===== config.mk =====
export PLATFORM = sky130hd
export DESIGN_NAME = branch_resolve_ctrl
export DESIGN_NICKNAME = d
export VERILOG_FILES = /design/src/rtl/branch_resolve_ctrl_pkg.sv /design/src/rtl/branch_stats.sv /design/src/rtl/branch_resolve_ctrl.sv
export SDC_FILE = /design/constraint.sdc
export NUM_CORES = 1
export LEC_CHECK = 0
export BUFFER_PORTS_ARGS = -buffer_cell sky130_fd_sc_hd__buf_2
export CORE_MARGIN = 1.5
export CORE_UTILIZATION = 45
export DETAILED_ROUTE_END_ITERATION = 7
export GPL_ROUTABILITY_DRIVEN = 0
export PLACE_DENSITY_LB_ADDON = 0.2
export SLEW_MARGIN = 20
export SYNTH_ARGS = -nofsm -noshare
export SYNTH_HDL_FRONTEND = slang
export SYNTH_SLANG_ARGS = --single-unit

===== constraint.sdc =====
create_clock -name Clock -period 1.6 [get_ports Clock]
set_input_delay 0.08 -clock Clock [delete_from_list [all_inputs] [get_ports Clock]]
set_output_delay 0.08 -clock Clock [all_outputs]
set_load 0.01 [all_outputs]

===== src/rtl/branch_resolve_ctrl_pkg.sv =====
// ---------------------------------------------------------------------------
// branch_resolve_ctrl_pkg
//   Shared definitions for the ID-stage branch resolve controller:
//   - Branch_Op encodings (must match the comparator's decode)
//   - FSM state encodings
//   - BRANCH_OP_VALID helper and a 32-bit saturating adder used by the
//     optional statistics counters (BRANCH_STATS_EN).
// ---------------------------------------------------------------------------
package branch_resolve_ctrl_pkg;

  // Comparator op codes; 3'b110 and 3'b111 are unused/invalid.
  localparam logic [2:0] OP_BEQ  = 3'b000;
  localparam logic [2:0] OP_BGEZ = 3'b001;
  localparam logic [2:0] OP_BGTZ = 3'b010;
  localparam logic [2:0] OP_BLEZ = 3'b011;
  localparam logic [2:0] OP_BLTZ = 3'b100;
  localparam logic [2:0] OP_BNE  = 3'b101;

  // FSM states
  localparam logic [1:0] ST_IDLE     = 2'd0;
  localparam logic [1:0] ST_WAIT     = 2'd1;
  localparam logic [1:0] ST_RESOLVE  = 2'd2;
  localparam logic [1:0] ST_REDIRECT = 2'd3;

  // Default hazard-wait limit; the wait counter is 4 bits wide.
  localparam logic [3:0] MAX_WAIT_DEFAULT = 4'd15;

  // Every encoding up to BNE is a real branch.
  function automatic logic BRANCH_OP_VALID(input logic [2:0] op);
    return (op <= OP_BNE);
  endfunction

  // a + b, clamped at all-ones instead of wrapping.
  function automatic logic [31:0] sat_add32(input logic [31:0] a,
                                            input logic [31:0] b);
    logic [32:0] sum;
    sum = {1'b0, a} + {1'b0, b};
    return sum[32] ? 32'hFFFF_FFFF : sum[31:0];
  endfunction

endpackage


===== src/rtl/branch_stats.sv =====
// ---------------------------------------------------------------------------
// branch_stats
//   Saturating statistics counters for branch_resolve_ctrl. Present only when
//   the BRANCH_STATS_EN macro is defined (the whole file is guarded so the
//   default build carries no extra module).
//
//   Ports:
//     Clock, Reset_n   clock / synchronous active-low reset
//     accept           branch accepted in IDLE (restarts per-branch wait tally)
//     in_wait          controller spends this cycle in WAIT (not killed)
//     resolve_fire     controller resolves a branch this cycle (not killed)
//     taken_fire       resolve_fire with the comparator reporting taken
//     Branch_Count     branches resolved
//     Taken_Count      redirects issued
//     Stall_Cycles     WAIT cycles of branches that went on to resolve
// ---------------------------------------------------------------------------
`ifdef BRANCH_STATS_EN
module branch_stats
  import branch_resolve_ctrl_pkg::*;
(
  input  logic        Clock,
  input  logic        Reset_n,
  input  logic        accept,
  input  logic        in_wait,
  input  logic        resolve_fire,
  input  logic        taken_fire,
  output logic [31:0] Branch_Count,
  output logic [31:0] Taken_Count,
  output logic [31:0] Stall_Cycles
);

  // WAIT cycles of the branch in flight. Committed to Stall_Cycles only when
  // that branch resolves, so killed and timed-out branches never count.
  // At most MAX_WAIT+1 = 16 cycles, hence 5 bits.
  logic [4:0] pending_q;

  always_ff @(posedge Clock) begin
    if (!Reset_n) begin
      pending_q    <= '0;
      Branch_Count <= '0;
      Taken_Count  <= '0;
      Stall_Cycles <= '0;
    end else begin
      if (accept) begin
        pending_q <= '0;
      end else if (in_wait) begin
        pending_q <= 5'(pending_q + 5'd1);
      end
      if (resolve_fire) begin
        Branch_Count <= sat_add32(Branch_Count, 32'd1);
        Stall_Cycles <= sat_add32(Stall_Cycles, {27'd0, pending_q});
      end
      if (taken_fire) begin
        Taken_Count <= sat_add32(Taken_Count, 32'd1);
      end
    end
  end

endmodule
`endif


===== src/rtl/branch_resolve_ctrl.sv =====
// ---------------------------------------------------------------------------
// branch_resolve_ctrl
//   Sequencing controller for the ID-stage branch comparator. Accepts one
//   conditional branch from decode, stalls while operand hazards clear,
//   gives the comparator one resolve cycle and issues a one-cycle PC
//   redirect plus IF/ID flush when the branch is taken.
//
//   Optional feature macro: BRANCH_STATS_EN (adds Branch_Count, Taken_Count,
//   Stall_Cycles via the branch_stats sub-module).
//
//   Ports:
//     Clock, Reset_n     clock / synchronous active-low reset
//     Branch_Valid       decode presents a conditional branch
//     Branch_Op[2:0]     branch type (see package encodings)
//     Branch_Target[31:0] target address, sampled with Branch_Valid
//     Hazard_A/B         operand not yet forwardable
//     Kill               squash from a younger stage; aborts any branch
//     Cmp_Result         comparator result (combinational from Cmp_Control)
//     Cmp_Control[2:0]   comparator op code (held op_q)
//     Stall              hold PC and IF/ID (combinational)
//     Flush, PC_Src      one-cycle redirect to Target_Out
//     Target_Out[31:0]   registered branch target
//     Timeout            one-cycle pulse when the hazard wait expires
//     Dbg_State[1:0]     current FSM state
//
//   Handshake: decode holds Branch_Valid/Branch_Op/Branch_Target stable while
//   Stall is high; a branch is taken over only in IDLE with a valid op and
//   Kill low. Branch_Valid in any other state is ignored.
// ---------------------------------------------------------------------------
module branch_resolve_ctrl
  import branch_resolve_ctrl_pkg::*;
#(
  parameter logic [3:0] MAX_WAIT = MAX_WAIT_DEFAULT
) (
  input  logic        Clock,
  input  logic        Reset_n,
  input  logic        Branch_Valid,
  input  logic [2:0]  Branch_Op,
  input  logic [31:0] Branch_Target,
  input  logic        Hazard_A,
  input  logic        Hazard_B,
  input  logic        Kill,
  input  logic        Cmp_Result,
  output logic [2:0]  Cmp_Control,
  output logic        Stall,
  output logic        Flush,
  output logic        PC_Src,
  output logic [31:0] Target_Out,
  output logic        Timeout,
`ifdef BRANCH_STATS_EN
  output logic [31:0] Branch_Count,
  output logic [31:0] Taken_Count,
  output logic [31:0] Stall_Cycles,
`endif
  output logic [1:0]  Dbg_State
);

  logic [1:0]  state_q, state_d;
  logic [2:0]  op_q, op_d;
  logic [31:0] tgt_q, tgt_d;
  logic [3:0]  wait_cnt_q, wait_cnt_d;
  logic        timeout_q, timeout_d;
  logic        accept;

  // Next-state logic. Kill overrides every other transition.
  always_comb begin
    state_d    = state_q;
    op_d       = op_q;
    tgt_d      = tgt_q;
    wait_cnt_d = wait_cnt_q;
    timeout_d  = 1'b0;
    accept     = 1'b0;
    if (Kill) begin
      state_d    = ST_IDLE;
      wait_cnt_d = '0;
    end else begin
      case (state_q)
        ST_IDLE: begin
          wait_cnt_d = '0;
          // Invalid ops are dropped without touching op_q/tgt_q.
          if (Branch_Valid && BRANCH_OP_VALID(Branch_Op)) begin
            accept  = 1'b1;
            op_d    = Branch_Op;
            tgt_d   = Branch_Target;
            state_d = (Hazard_A || Hazard_B) ? ST_WAIT : ST_RESOLVE;
          end
        end
        ST_WAIT: begin
          if (!Hazard_A && !Hazard_B) begin
            state_d = ST_RESOLVE;
          end else if (wait_cnt_q == MAX_WAIT) begin
            // Entered WAIT MAX_WAIT+1 cycles ago and still blocked.
            state_d   = ST_IDLE;
            timeout_d = 1'b1;
          end else begin
            wait_cnt_d = 4'(wait_cnt_q + 4'd1);
          end
        end
        ST_RESOLVE: begin
          state_d = Cmp_Result ? ST_REDIRECT : ST_IDLE;
        end
        default: begin
          state_d = ST_IDLE;
        end
      endcase
    end
  end

  always_ff @(posedge Clock) begin
    if (!Reset_n) begin
      state_q    <= ST_IDLE;
      op_q       <= OP_BEQ;
      tgt_q      <= '0;
      wait_cnt_q <= '0;
      timeout_q  <= 1'b0;
    end else begin
      state_q    <= state_d;
      op_q       <= op_d;
      tgt_q      <= tgt_d;
      wait_cnt_q <= wait_cnt_d;
      timeout_q  <= timeout_d;
    end
  end

  // Stall covers the accept cycle too so decode holds the branch while it
  // is handed over; REDIRECT releases the front end for the new fetch.
  always_comb begin
    Stall = 1'b0;
    case (state_q)
      ST_IDLE:    Stall = accept;
      ST_WAIT:    Stall = 1'b1;
      ST_RESOLVE: Stall = 1'b1;
      default:    Stall = 1'b0;
    endcase
  end

  // Redirect comes straight from the REDIRECT state register; a Kill in
  // that same cycle masks it so a squashed branch never steers the PC.
  assign PC_Src      = (state_q == ST_REDIRECT) && !Kill;
  assign Flush       = (state_q == ST_REDIRECT) && !Kill;
  assign Cmp_Control = op_q;
  assign Target_Out  = tgt_q;
  assign Timeout     = timeout_q;
  assign Dbg_State   = state_q;

`ifdef BRANCH_STATS_EN
  logic resolve_fire;
  logic taken_fire;
  logic in_wait;

  assign resolve_fire = (state_q == ST_RESOLVE) && !Kill;
  assign taken_fire   = resolve_fire && Cmp_Result;
  assign in_wait      = (state_q == ST_WAIT) && !Kill;

  branch_stats u_stats (
    .Clock        (Clock),
    .Reset_n      (Reset_n),
    .accept       (accept),
    .in_wait      (in_wait),
    .resolve_fire (resolve_fire),
    .taken_fire   (taken_fire),
    .Branch_Count (Branch_Count),
    .Taken_Count  (Taken_Count),
    .Stall_Cycles (Stall_Cycles)
  );
`endif

endmodule


Yosys cells after proc, flatten, opt, wreduce, memory -nomap -nowiden
Index checks and enable logic that the tools add are counted.

storage, ports and cells
  bits in registers = 42
  input bits = 42

cells by class
  eq/ne operators = 8
  add/sub/neg operators = 1
  bitwise operators = 3
  reduce and logical (&&, ||, !) cells = 15
  order comparisons = 1
  multiplexer cells = 13

operators with widths
  kind                   number
  $mux W2                5
  $mux W4                2
  $pmux W4 S2            1
  $ne A2 B2 Y1 const B   3
  $pmux W2 S3            1
  $reduce_and A3 Y1      2
  $add A4 B1 Y4 const B  1
  $eq A2 B2 Y1 const B   2
  $eq A4 B4 Y1 const B   1
  $reduce_or A2 Y1       2
  $reduce_or A4 Y1       1
  $le A3 B3 Y1 const B   1
  $logic_and A1 B1 Y1    3
  $logic_not A1 Y1       3
  $mux W1                3
  $ne A3 B3 Y1 const B   1
  $not A1 Y1             3
  $eq A2 B1 Y1 const B   1
  $logic_not A2 Y1       1
  $pmux W1 S2            1
  $reduce_and A2 Y1      1
  $reduce_bool A2 Y1     1
  $logic_or A1 B1 Y1     1

Logic depth before layout (Yosys ltp)
  depth in word-level cells = 5
  gate-level depth with buffers = 7
  mapped depth without buffers = 6

Worst setup path after synthesis
OpenSTA, ideal clock, no wires.

  path type = register to output
  from = register state_q[0], in the netlist Dbg_State[0]
  to = output port Stall
  required time = 1.520 ns
  setup slack = 0.047 ns
  path buffers = 1
  cell stages (with the launch flop) = 8
  arrival time = 1.473 ns
  cell sequence = dfxtp_1 > inv_1 > ha_1 > inv_1 > nor3b_4 > buf_6 > nor2_1 > nor2_1

on the way
  word-level cells in the longest chain between the ends = 3
  elaborated cells on any way between the ends = 5
  classes of those cells = eq/ne (2); mux (1); reduce/logical (2)

ends and longest elaborated chain
  what                                                 line                        source
  from (decl)                                          branch_resolve_ctrl.sv:58   logic [1:0] state_q, state_d;
  from (signal assigned)                               branch_resolve_ctrl.sv:117  state_q <= state_d;
  $eq A2 B2 Y1 / $eq A2 B1 Y1 (equally long branches)  branch_resolve_ctrl.sv:129  case (state_q)
  $reduce_or A2 Y1 (no source line)                    -
  $pmux W1 S2 (*)                                      branch_resolve_ctrl.sv:129
  to (decl)                                            branch_resolve_ctrl.sv:45   output logic Stall,

Mark *: on every way between the ends. The rest lies on a longest branch, timed or not.

Worst setup path in the final report
Ends and elaborated chain as after synthesis.

==> impl_metrics.env <==
export IMPL_status="complete, no violations"
export IMPL_design_area_mm2=0.00238
export IMPL_ios=83
export IMPL_slew_violations=0
export IMPL_fin_nets=337
export IMPL_dieHeight_um=65.4
export IMPL_dp_slack_ps=30.3
export IMPL_dr_pass1_iters=6
export IMPL_start_kind="flop"
export IMPL_p_per_area_mw_per_mm2=939
export IMPL_path_delay_family="flip-flops"
export IMPL_clock_root_buffer="clkbuf_8"
export IMPL_cp_num_buf_inv=3
export IMPL_layout_common_cells="buf_2, nand2_1, dfxtp_1"
export IMPL_fin_skew_ps=5.20
export IMPL_holdPathStages=3
export IMPL_drive_gt1_share_pct=36.8
export IMPL_timing_fmax_ghz=0.675
export IMPL_slew_headroom_pct=77.7
export IMPL_fp_row_count=22
export IMPL_cpPeakStageDelay_ps=370
export IMPL_grt_overflow_total=0
export IMPL_cp_slowest_cell="dfxtp_4"
export IMPL_syn_inst=204
export IMPL_ant_nets=0
export IMPL_fp_dieArea_mm2=0.00427
export IMPL_path_max_fanout=5
export IMPL_crit_top_cell="nor2_1"
export IMPL_ys_seq_area_share_pct=48.0
export IMPL_drtIter0Drc=115
export IMPL_wl_per_cell_um=11.1
export IMPL_route_vias_total=1621
export IMPL_seq_area_um2=846
export IMPL_critPathKind="reg2out"
export IMPL_multiInputGateArea_um2=848
export IMPL_core_area_mm2=0.00369
export IMPL_syn_area_mm2=0.00175
export IMPL_dp_hpwl_um=2700
export IMPL_cts_tree="yes"
export IMPL_crit_required_ps=1520
export IMPL_n_fill_cell=348
export IMPL_finalPower_mw=2.23
export IMPL_yosysTopAreaCell="dfxtp_1"
export IMPL_fin_crit_sh_pct=92.6
export IMPL_grt_pass1_vias=1479
export IMPL_hp_class="in2reg"
export IMPL_hold_viol=0
export IMPL_antenna_found_initial=0
export IMPL_cts_sinks=42
export IMPL_synth_avg_cell_area_um2=8.58
export IMPL_synthTopCellsByArea="dfxtp_1, nand2_1, a21boi_1, ha_1, a21boi_0"
export IMPL_die_w_um=65.4
export IMPL_crit_path_end_kind="output port"
export IMPL_clk_path_buf_depth=2
export IMPL_grt_use_total_pct=18.6
export IMPL_path_clk_slew_ps=80
export IMPL_grt_pass1_wl_um=6240
export IMPL_postPlaceCellArea_mm2=0.00221
export IMPL_cp_arrival_ps=1400
export IMPL_yosysTopAreaCellShare_pct=48.0
export IMPL_cts_made_buffers=5
export IMPL_tns_ps=0
export IMPL_finalSetupViolCount=0
export IMPL_reg2reg_depth=8
export IMPL_fin_crit_ps=1480
export IMPL_tightest_slew_ps=331
export IMPL_path_cells="inv_4, ha_4, inv_2, nor3b_4, nor2_1, nor2_1, buf_2"
export IMPL_stdcell_count=339
export IMPL_port_buffers=82
export IMPL_area_growth_pct=35.7
export IMPL_worst_slack_ps=119
export IMPL_clk_insertion_delay_late_ps=290
export IMPL_irDropWorstVdd_mv=0.588
export IMPL_ys_warn_count=0
export IMPL_ys_types=30
export IMPL_syn_nets=251
export IMPL_layout_commonest_cell="buf_2"
export IMPL_htreeDepth=2
export IMPL_p_leak_nw=1.11
export IMPL_synth_seq_cells=42
export IMPL_rsz0062_at_grt="false"
export IMPL_diodes=0
export IMPL_grt_max_degree=36
export IMPL_placed_cells=328
export IMPL_initial_core_util_pct=47.5
export IMPL_hold_buffers=0
export IMPL_max_cap_violations=0
export IMPL_viasPerCell=4.78
export IMPL_remaining_drc_errors=0
export IMPL_drt_total_wl_um=3760
export IMPL_critical_path_cell_count=7
metrics by stage:
step                hold WS, ps  util (%)
global placement            321      60.0
finish                     15.2      64.4
CTS                        11.2      63.3
global route               18.1      64.4
floorplan                   214         -
detailed placement          326      60.0
logic make-up after synthesis:
group | count (synthesis) | share of synthesized area (%)
AOI/OAI and AO/OA | 47 | 19.8
buffers and inverters | 14 | 4.57
DFF | 42 | 48.0
adders and majority gates | 5 | 3.57
xor gates and xnor gates | 1 | 0.500
muxes | 2 | 1.22
and+or+nand+nor | 93 | 22.3
cell usage after synthesis (all sizes together):
master,number
nor2b,1
nand2b,2
inv,3
and3,2
mux2i,1
a2bb2oi,1
buf,5
a31oi,1
nand3b,1
nor2,7
mux2,1
o31ai,2
nor3b,2
ha,5
dfxtp,42
o211a,1
xor2,1
a21oi,2
nand2,73
a21boi,36
o21ai,3
nor3,2
nand3,3
clkbuf,6
o21a,1
report_power, final:
part           switching [mW]  total, mW  internal (mW)
combinational           0.156      0.308          0.152
sequential             0.0218       1.11           1.09
clock                   0.348      0.814          0.465
total                   0.526       2.23           1.70
worst register-to-register path: stages (launching register included):
cell	delay, ps
dfxtp_4	370
inv_4	60
ha_4	140
inv_2	50
nor3b_4	200
buf_4	150
buf_12	170
nand2_1	70
a21boi_1	130
sequential cells by signal, indices dropped and copies added (netlist names):
register,count
Dbg_State,2
wait_cnt_q,4
Target_Out,32
Timeout,1
Cmp_Control,3
layer usage:
metal | vias up | track usage [%] | routed length, µm
met5 | - | 0 | 0
met4 | 0 | 4.69 | 43
met1 | 707 | 21.7 | 1690
li1 | 844 | - | -
met2 | 63 | 32.3 | 1710
met3 | 7 | 6.68 | 322
layout make-up:
class	instances	area share (%)
inverter	3	0.685
clock buffer	6	3.05
clock inverter	2	1.58
sequential	42	35.6
timing repair buffer	90	20.9
tap	48	2.53
multi-input combinational	148	35.7
worst paths after layout:
kind,from,endpoint,slack (ps)
max,Dbg_State[0]$_SDFFE_PP0P_,Stall,120
min,Branch_Target[27],Target_Out[27]$_SDFFE_PN0P_,20
max reg2reg,Dbg_State[0]$_SDFFE_PP0P_,Target_Out[3]$_SDFFE_PN0P_,180
min reg2reg,Target_Out[26]$_SDFFE_PN0P_,Target_Out[26]$_SDFFE_PN0P_,450
repair_timing:
action / in CTS / in global routing
endpoints found under the setup margin: 1 / 34
setup buffers: 1 / 2
gates resized for setup: 1 / 10
pin swaps: 1 / 3
No activity file was read; power rests on OpenSTA's default activity.
